==> config.mk <==
export PLATFORM = sky130hd
export DESIGN_NAME = fpq_count_to_seg_flat
export DESIGN_NICKNAME = d
export VERILOG_FILES = /design/src/rtl/fpq_count_to_seg_if.sv /design/src/rtl/fpq_count_to_seg.sv /design/src/flat_wrapper.sv
export SDC_FILE = /design/constraint.sdc
export NUM_CORES = 1
export LEC_CHECK = 0
export CORE_UTILIZATION = 34
export CTS_BUF_LIST = sky130_fd_sc_hd__clkbuf_16
export CTS_CLUSTER_SIZE = 28
export DETAILED_ROUTE_END_ITERATION = 12
export GPL_ROUTABILITY_DRIVEN = 0
export PLACE_DENSITY = 0.6
export SYNTH_ARGS = -nofsm -noshare
export SYNTH_HDL_FRONTEND = slang
export SYNTH_SLANG_ARGS = --single-unit
==> constraint.sdc <==
create_clock -name clk -period 3.6 [get_ports clk]
set_input_delay 0.36 -clock clk [delete_from_list [all_inputs] [get_ports clk]]
set_output_delay 0.36 -clock clk [all_outputs]
set_load 0.03 [all_outputs]
==> src/rtl/fpq_count_to_seg_if.sv <==
// Count-to-display bus: binary count in, two 7-seg digit words, decade range and update strobe out.
interface fpq_count_to_seg_if #(
  parameter int CNT_W = 24
);
  logic [CNT_W-1:0] cnt_in;
  logic             cnt_valid;
  logic             busy;
  logic [8:0]       seg_LED_1;
  logic [8:0]       seg_LED_2;
  logic [2:0]       range;
  logic             disp_valid;

  modport master (
    output cnt_in, cnt_valid,
    input  busy, seg_LED_1, seg_LED_2, range, disp_valid
  );

  modport slave (
    input  cnt_in, cnt_valid,
    output busy, seg_LED_1, seg_LED_2, range, disp_valid
  );
endinterface

==> src/rtl/fpq_count_to_seg.sv <==
// Binary count to two-digit 7-seg display with decade exponent; sequential double-dabble
// followed by leading-zero normalisation.
//
// state | meaning
// IDLE  | waiting for cnt_valid, outputs hold
// CONV  | double-dabble, one input bit per cycle
// NORM  | shift leading zero digits out, count them in z
// OUT   | register digits/range, pulse disp_valid
module fpq_count_to_seg #(
  parameter int CNT_W  = 24,
  parameter int DIGITS = 8
) (
  input  logic                  clk,
  input  logic                  rst,
  fpq_count_to_seg_if.slave     bus
);

  localparam int BW = 4 * DIGITS;
  localparam int TW = $clog2((CNT_W > DIGITS) ? CNT_W : DIGITS);
  localparam int ZW = $clog2(DIGITS);

  localparam logic [1:0] IDLE = 2'd0;
  localparam logic [1:0] CONV = 2'd1;
  localparam logic [1:0] NORM = 2'd2;
  localparam logic [1:0] OUT  = 2'd3;

  localparam logic [8:0]    BLANK = 9'h100;
  localparam logic [ZW-1:0] Z_MAX = ZW'(DIGITS - 2);

  logic [1:0]       state;
  logic [CNT_W-1:0] bin;
  logic [BW-1:0]    bcd;
  logic [BW-1:0]    bcd_adj;
  logic [TW-1:0]    tmr;
  logic [ZW-1:0]    z;
  logic [3:0]       d1;
  logic [3:0]       d2;
  logic [8:0]       seg1_q;
  logic [8:0]       seg2_q;
  logic [2:0]       rng_q;
  logic             dv_q;

  function automatic logic [6:0] seg7(input logic [3:0] d);
    case (d)
      4'd0:    seg7 = 7'h3F;
      4'd1:    seg7 = 7'h06;
      4'd2:    seg7 = 7'h5B;
      4'd3:    seg7 = 7'h4F;
      4'd4:    seg7 = 7'h66;
      4'd5:    seg7 = 7'h6D;
      4'd6:    seg7 = 7'h7D;
      4'd7:    seg7 = 7'h07;
      4'd8:    seg7 = 7'h7F;
      4'd9:    seg7 = 7'h6F;
      default: seg7 = 7'h00;
    endcase
  endfunction

  assign d1 = bcd[BW-1 -: 4];
  assign d2 = bcd[BW-5 -: 4];

  always_comb begin
    bcd_adj = bcd;
    for (int i = 0; i < DIGITS; i++) begin
      if (bcd[4*i +: 4] >= 4'd5) bcd_adj[4*i +: 4] = bcd[4*i +: 4] + 4'd3;
    end
  end

  always_ff @(posedge clk) begin
    if (rst) begin
      state  <= IDLE;
      bin    <= '0;
      bcd    <= '0;
      tmr    <= '0;
      z      <= '0;
      seg1_q <= BLANK;
      seg2_q <= BLANK;
      rng_q  <= '0;
      dv_q   <= 1'b0;
    end else begin
      dv_q <= 1'b0;
      case (state)
        IDLE: begin
          if (bus.cnt_valid) begin
            bin   <= bus.cnt_in;
            bcd   <= '0;
            z     <= '0;
            tmr   <= TW'(CNT_W - 1);
            state <= CONV;
          end
        end
        CONV: begin
          bcd <= {bcd_adj[BW-2:0], bin[CNT_W-1]};
          bin <= {bin[CNT_W-2:0], 1'b0};
          if (tmr == '0) begin
            tmr   <= TW'(DIGITS - 3);
            state <= NORM;
          end else begin
            tmr <= tmr - 1'b1;
          end
        end
        NORM: begin
          if (d1 == 4'd0) begin
            bcd <= {bcd[BW-5:0], 4'h0};
            z   <= z + 1'b1;
          end
          if (tmr == '0) state <= OUT;
          else           tmr   <= tmr - 1'b1;
        end
        OUT: begin
          dv_q   <= 1'b1;
          rng_q  <= 3'(Z_MAX - z);
          // only a single-digit value can still have a zero leading digit here
          if (z == Z_MAX && d1 == 4'd0) seg1_q <= BLANK;
          else                          seg1_q <= {2'b00, seg7(d1)};
          seg2_q <= {2'b00, seg7(d2)};
          state  <= IDLE;
        end
        default: state <= IDLE;
      endcase
    end
  end

  assign bus.busy       = (state == CONV) || (state == NORM);
  assign bus.seg_LED_1  = seg1_q;
  assign bus.seg_LED_2  = seg2_q;
  assign bus.range      = rng_q;
  assign bus.disp_valid = dv_q;

endmodule

==> src/flat_wrapper.sv <==
// flat-port wrapper written by rule: the top's interface ports become plain ports
module fpq_count_to_seg_flat 
#(
  parameter int CNT_W  = 24,
  parameter int DIGITS = 8
)
  (clk, rst, bus_cnt_in, bus_cnt_valid, bus_busy, bus_seg_LED_1, bus_seg_LED_2, bus_range, bus_disp_valid);
  fpq_count_to_seg_if #(.CNT_W(CNT_W)) bus_i ();
  input  logic clk;
  input  logic rst;
  input wire logic [$bits(bus_i.cnt_in)-1:0] bus_cnt_in;
  input wire logic [$bits(bus_i.cnt_valid)-1:0] bus_cnt_valid;
  output wire logic [$bits(bus_i.busy)-1:0] bus_busy;
  output wire logic [$bits(bus_i.seg_LED_1)-1:0] bus_seg_LED_1;
  output wire logic [$bits(bus_i.seg_LED_2)-1:0] bus_seg_LED_2;
  output wire logic [$bits(bus_i.range)-1:0] bus_range;
  output wire logic [$bits(bus_i.disp_valid)-1:0] bus_disp_valid;
  assign bus_i.cnt_in = bus_cnt_in;
  assign bus_i.cnt_valid = bus_cnt_valid;
  assign bus_busy = bus_i.busy;
  assign bus_seg_LED_1 = bus_i.seg_LED_1;
  assign bus_seg_LED_2 = bus_i.seg_LED_2;
  assign bus_range = bus_i.range;
  assign bus_disp_valid = bus_i.disp_valid;
  fpq_count_to_seg #(.CNT_W(CNT_W), .DIGITS(DIGITS)) u_core (.clk(clk), .rst(rst), .bus(bus_i));
endmodule
---- Word level (Yosys, flattened, before mapping) ----
Memories as Yosys holds them, arrays and structs flattened. A register that Yosys moved wholly into a read port is not among the register bits.
Index checks and enable logic that the tools add are counted.
storage, ports and cells
  register bits ........................... 87
  bits in read-only memories .............. 224
  output and inout bits ................... 23
  memories kept ........................... 2
  input port bits ......................... 27
memories
  name             depth  width  rd ports  clocked after Yosys merged registers in  wr ports  RTL line                text
  (no name shown)  16     7      1         1                                        0         fpq_count_to_seg.sv:44  case (d)
  (no name shown)  16     7      1         1                                        0         fpq_count_to_seg.sv:44
operators by class
  add/sub/neg operators ................... 11
  eq/ne operators ......................... 9
  reductions and logical operators ........ 13
  order comparisons ....................... 8
  mux-type cells .......................... 28
operators with widths
  cell                                                   count
  case mux 32 bit (3 select lines)                       1
  2-to-1 mux 32 bit                                      2
  case mux 24 bit (2 select lines)                       1
  2-to-1 mux 4 bit                                       9
  >= comparator 4 x 3 -> 1 bit, second input constant    8
  adder 4 x 2 -> 4 bit, second input constant            7
  2-to-1 mux 24 bit                                      1
  2-to-1 mux 5 bit                                       3
  case mux 5 bit (3 select lines)                        1
  AND reduction 3 bit                                    4
  2-to-1 mux 3 bit                                       3
  2-to-1 mux 9 bit                                       1
  case mux 2 bit (4 select lines)                        1
  2-to-1 mux 2 bit                                       3
  inequality test 2 x 1 -> 1 bit, second input constant  3
  case mux 3 bit (2 select lines)                        1
  zero test 5 bit                                        1
  subtractor 5 x 1 -> 5 bit, second input constant       1
  == test 2 bit, second input constant                   2
  zero test 4 bit                                        1
  inequality test 2 bit, second input constant           2
  nonzero test 2 bit                                     2
  adder 3 x 1 -> 3 bit, second input constant            1
  adder 3 x 2 -> 3 bit, second input constant            1
  9 further kinds                                        9

---- Longest topological paths before layout ----
  depth in word-level cells ............... 5
  depth in mapped cells ................... 14

---- Worst setup path before layout ----
No wires, ideal clock.
  path type ............................... reg2reg
  start ................................... reg u_core.state[0]
  end ..................................... reg (tool-made name)
  slack ................................... 0.971 ns
  path buffers ............................ 2
  arrival ................................. 2.555 ns
  stages on the path, launching flop included .. 14
  path through ............................ dfxtp_1 inv_1 ha_1 clkbuf_1 o2111a_1 buf_6 a22o_1 nor2b_1 inv_1 ha_1 nand2_1 nand3_1 a21o_1 o21ai_0
RTL lines
  element                 RTL line                text
  from (decl)             fpq_count_to_seg.sv:30  logic [1:0] state;
  from (signal assigned)  fpq_count_to_seg.sv:71  state <= IDLE;
  from (signal assigned)  fpq_count_to_seg.sv:89  state <= CONV;
  from (signal assigned)  fpq_count_to_seg.sv:97  state <= NORM;

==> results.py <==
metrics = {
    "final_layout": {
        "layout_common_cells": "sky130_fd_sc_hd__dfxtp_1, sky130_fd_sc_hd__nor2_1, sky130_fd_sc_hd__clkdlybuf4s50_1",
        "antenna_cells": 0,
        "syn_to_layout_area_delta_pct": 16.5,
        "most_common_library_cell_in_the_layout_ignoring_fill_and_taps": "sky130_fd_sc_hd__dfxtp_1",
        "finish.net_count": 698,
        "post_route_cells_drive_above_1_share": 0.0484,
        "layout.core_utilization": 0.406,
    },
    "global_route": {
        "grt_antenna_before_repair": 0,
        "grt_start_max_net_pins": 60,
        "grt-ovfl-total": 0,
        "grt_pass1_wl_um": 19600,
        "globalRouteTotalUtil": 0.160,
        "first_global_vias": 4235,
    },
    "clock_network": {
        "cts_resized": 0,
        "cts.repair_timing.setup_buffer_count": 0,
        "number_of_sinks_driven_by_the_clock_tree": 93,
        "clk_path_buf_depth": 2,
        "clk_pin_slew_worst_paths_ns": 0.06,
        "cts_inserted_buffers": 9,
        "worstSkewPairLatency_ns": 0.35,
        "cts_hold_buffers": 0,
        "htree_levels": 3,
        "clk_root_buffer_cell": "sky130_fd_sc_hd__clkbuf_16",
        "cts_tree": "yes",
    },
    "timing": {
        "finalSetupTns_ns": 0,
        "final.period_utilization": 0.806,
        "timing.final.crit_period_ns": 2.90,
        "finalHoldViolations": 0,
        "rsz_0062_raised_after_global_routing": "false",
        "final-max-slew-violation-count": 0,
        "clock_skew_ns": 0.00624,
        "slew_headroom": 0.486,
        "timing.fmax_ghz": 0.344,
        "setup_viol_count_final": 0,
        "timing_worst_slew_pin_value_ns": 0.766,
    },
    "synthesis": {
        "synthesis.area_per_instance_um2": 8.24,
        "synthesis.instances": 615,
        "yosysWarningCount": 0,
        "synth-edff-count": 0,
        "synth_sequential_area_ratio": 0.368,
        "number_of_flip_flops_and_latches_in_the_synthesized_netlist": 93,
        "ys_async_sr_fraction": 0,
        "yosys.cell_types.count": 49,
        "yosys_most_used_dff": "sky130_fd_sc_hd__dfxtp_1",
        "mappedNetlistArea_mm2": 0.00506,
    },
    "power": {
        "power.switching_fraction": 0.395,
        "share_clk_of_total_power": 0.235,
        "switchingPower_mw": 1.43,
        "part_of_the_total_power_dissipated_in_combinational_logic": 0.399,
        "power.static_leakage_nw": 2.14,
        "irDropWorstVdd_v": 0.000393,
        "seq_power_share": 0.366,
        "overall_power_consumption_mw": 3.61,
        "cellPowerDensity_mw_per_mm2": 612,
        "internal_power_summed_over_all_cells_mw": 2.18,
    },
    "setup_path": {
        "worst-endpoint-arrival_ns": 3.09,
        "type_of_the_worst_setup_path": "reg -> reg",
        "critical_path.max_fanout": 8,
        "rrSetupSlack_ns": 0.70,
        "crit_reg_reg_startpoint": "u_core.bcd[25]",
        "path_cells": "inv_1 -> ha_1 -> nand2b_1 -> nand2_1 -> o21ai_0 -> a22oi_1 -> o41ai_1 -> inv_1 -> ha_1 -> a211oi_1 -> a311oi_1",
        "crit_slowest_cell": "sky130_fd_sc_hd__o41ai_1",
        "endpoint_kind": "flip-flop",
        "cp_slowest_stage_delay_ns": 0.63,
        "setup.worst_path.start": "u_core.bcd[25]",
        "critical_path_required_ns": 3.79,
        "startpoint_type": "flip-flop",
    },
    "flow_run": {
        "timing.max_cap.violations": 0,
    },
    "die": {
        "pin_count": 50,
        "fp.dieH_um": 124,
        "die-area_mm2": 0.0154,
        "start_util": 0.348,
        "fp.dieW_um": 124,
        "core_mm2": 0.0145,
        "core.rowCount": 44,
    },
    "route": {
        "drcViolationCount": 0,
        "vias_per_cell": 5.32,
        "detail_route.wl_per_cell_um": 13.9,
        "drt_pass1_iterations": 5,
        "routed_vias": 4387,
        "route.final.wire_length_um": 11400,
        "dr.first_iter.drc_count": 258,
        "antenna_viol_nets_final": 0,
    },
    "placement": {
        "post-dp-hpwl_um": 7780,
        "io_buffers": 47,
    },
    "min_path": {
        "worstHoldStart": "u_core.bus.seg_LED_2[8]",
        "min_path_type": "reg -> reg",
    },
    "status": {
        "status": "finished clean",
    },
}
## layer usage
metal / up-vias / part of all wire / GRT usage / wire [um]
met2: 103 / 0.46 / 0.262 / 5210
met5: - / 0 / 0 / 0
met4: 0 / 0.018 / 0.0558 / 205
met1: 2048 / 0.46 / 0.192 / 5310
met3: 19 / 0.062 / 0.0568 / 715
li1: 2217 / - / - / -
## cells in the mapped netlist, types with 16 or more instances
cell	count	area share
sky130_fd_sc_hd__a22oi_1	25	0.037
sky130_fd_sc_hd__a21oi_1	37	0.037
sky130_fd_sc_hd__dfxtp_1	93	0.37
sky130_fd_sc_hd__ha_1	35	0.086
sky130_fd_sc_hd__mux2i_1	34	0.067
sky130_fd_sc_hd__clkbuf_1	36	0.027
sky130_fd_sc_hd__inv_1	36	0.027
sky130_fd_sc_hd__nor2_1	92	0.068
sky130_fd_sc_hd__nand3_1	16	0.016
sky130_fd_sc_hd__a211oi_1	26	0.039
sky130_fd_sc_hd__nand2_1	35	0.026
sky130_fd_sc_hd__o21ai_0	20	0.020
## kinds of logic after synthesis
logic type      count (synthesis)  synth area share
compound gates                174             0.234
xor+xnor                        7            0.0121
simple gates                  185             0.164
fa+ha+maj                      35            0.0865
buf+inv                        86            0.0679
other cells                     1          0.000740
flops                          93             0.368
mux                            34            0.0672
## power groups by stage
stage	combinational (mW)	sequential [mW]	clock, mW
floorplan	1.02	1.39	0
global placement	1.41	1.34	0
detailed placement	1.45	1.34	0
CTS	1.45	1.32	0.876
global route	1.62	1.35	0.925
finish	1.44	1.32	0.850
## registers in the layout, summed over array words and instances, names as in the netlist, named ones only
signal,flops
u_core.tmr,5
u_core.z,3
u_core.bcd,32
u_core.bus.seg_LED_2,8
u_core.state,2
u_core.bin,24
u_core.bus.range,3
u_core.bus.disp_valid,1
u_core.bus.seg_LED_1,8
## stage by stage
step / std cells / worst slack, ns / hold slack (ns) / instance area, um2
after floorplan: 616 / 0.971 / 0.450 / 5070
after global placement: 809 / 0.701 / 0.439 / 5640
after detailed placement: 809 / 0.589 / 0.449 / 5640
after CTS: 824 / 0.649 / 0.464 / 5900
after global routing: 824 / 0.325 / 0.480 / 5900
final: 824 / 0.697 / 0.457 / 5900
## area by class of cell
type,instances,area (um2)
timing repair buffer,56,533
multi-input combinational,437,2870
sequential,93,1860
clock buffer,9,225
clock inverter,6,32.5
inverter,39,146
fill,1487,8640
tap,184,230
## worst max-delay path, delay by kind of cell (launching register included)
family / cells / cell delay (ns)
buffers and inverters: 2 / 0.39
AOI/OAI and AO/OA: 5 / 1.16
adders and majority gates: 2 / 0.53
and+or+nand+nor: 2 / 0.20
DFF: 1 / 0.46
## path summary, 6_finish.rpt
check | end | depth (start not counted)
max | flip-flop | 11
min | u_core.bus.seg_LED_2[8] | 1
max reg2reg | flip-flop | 11
min reg2reg | u_core.bus.seg_LED_2[8] | 1
No activity file was read; power rests on OpenSTA's default activity.
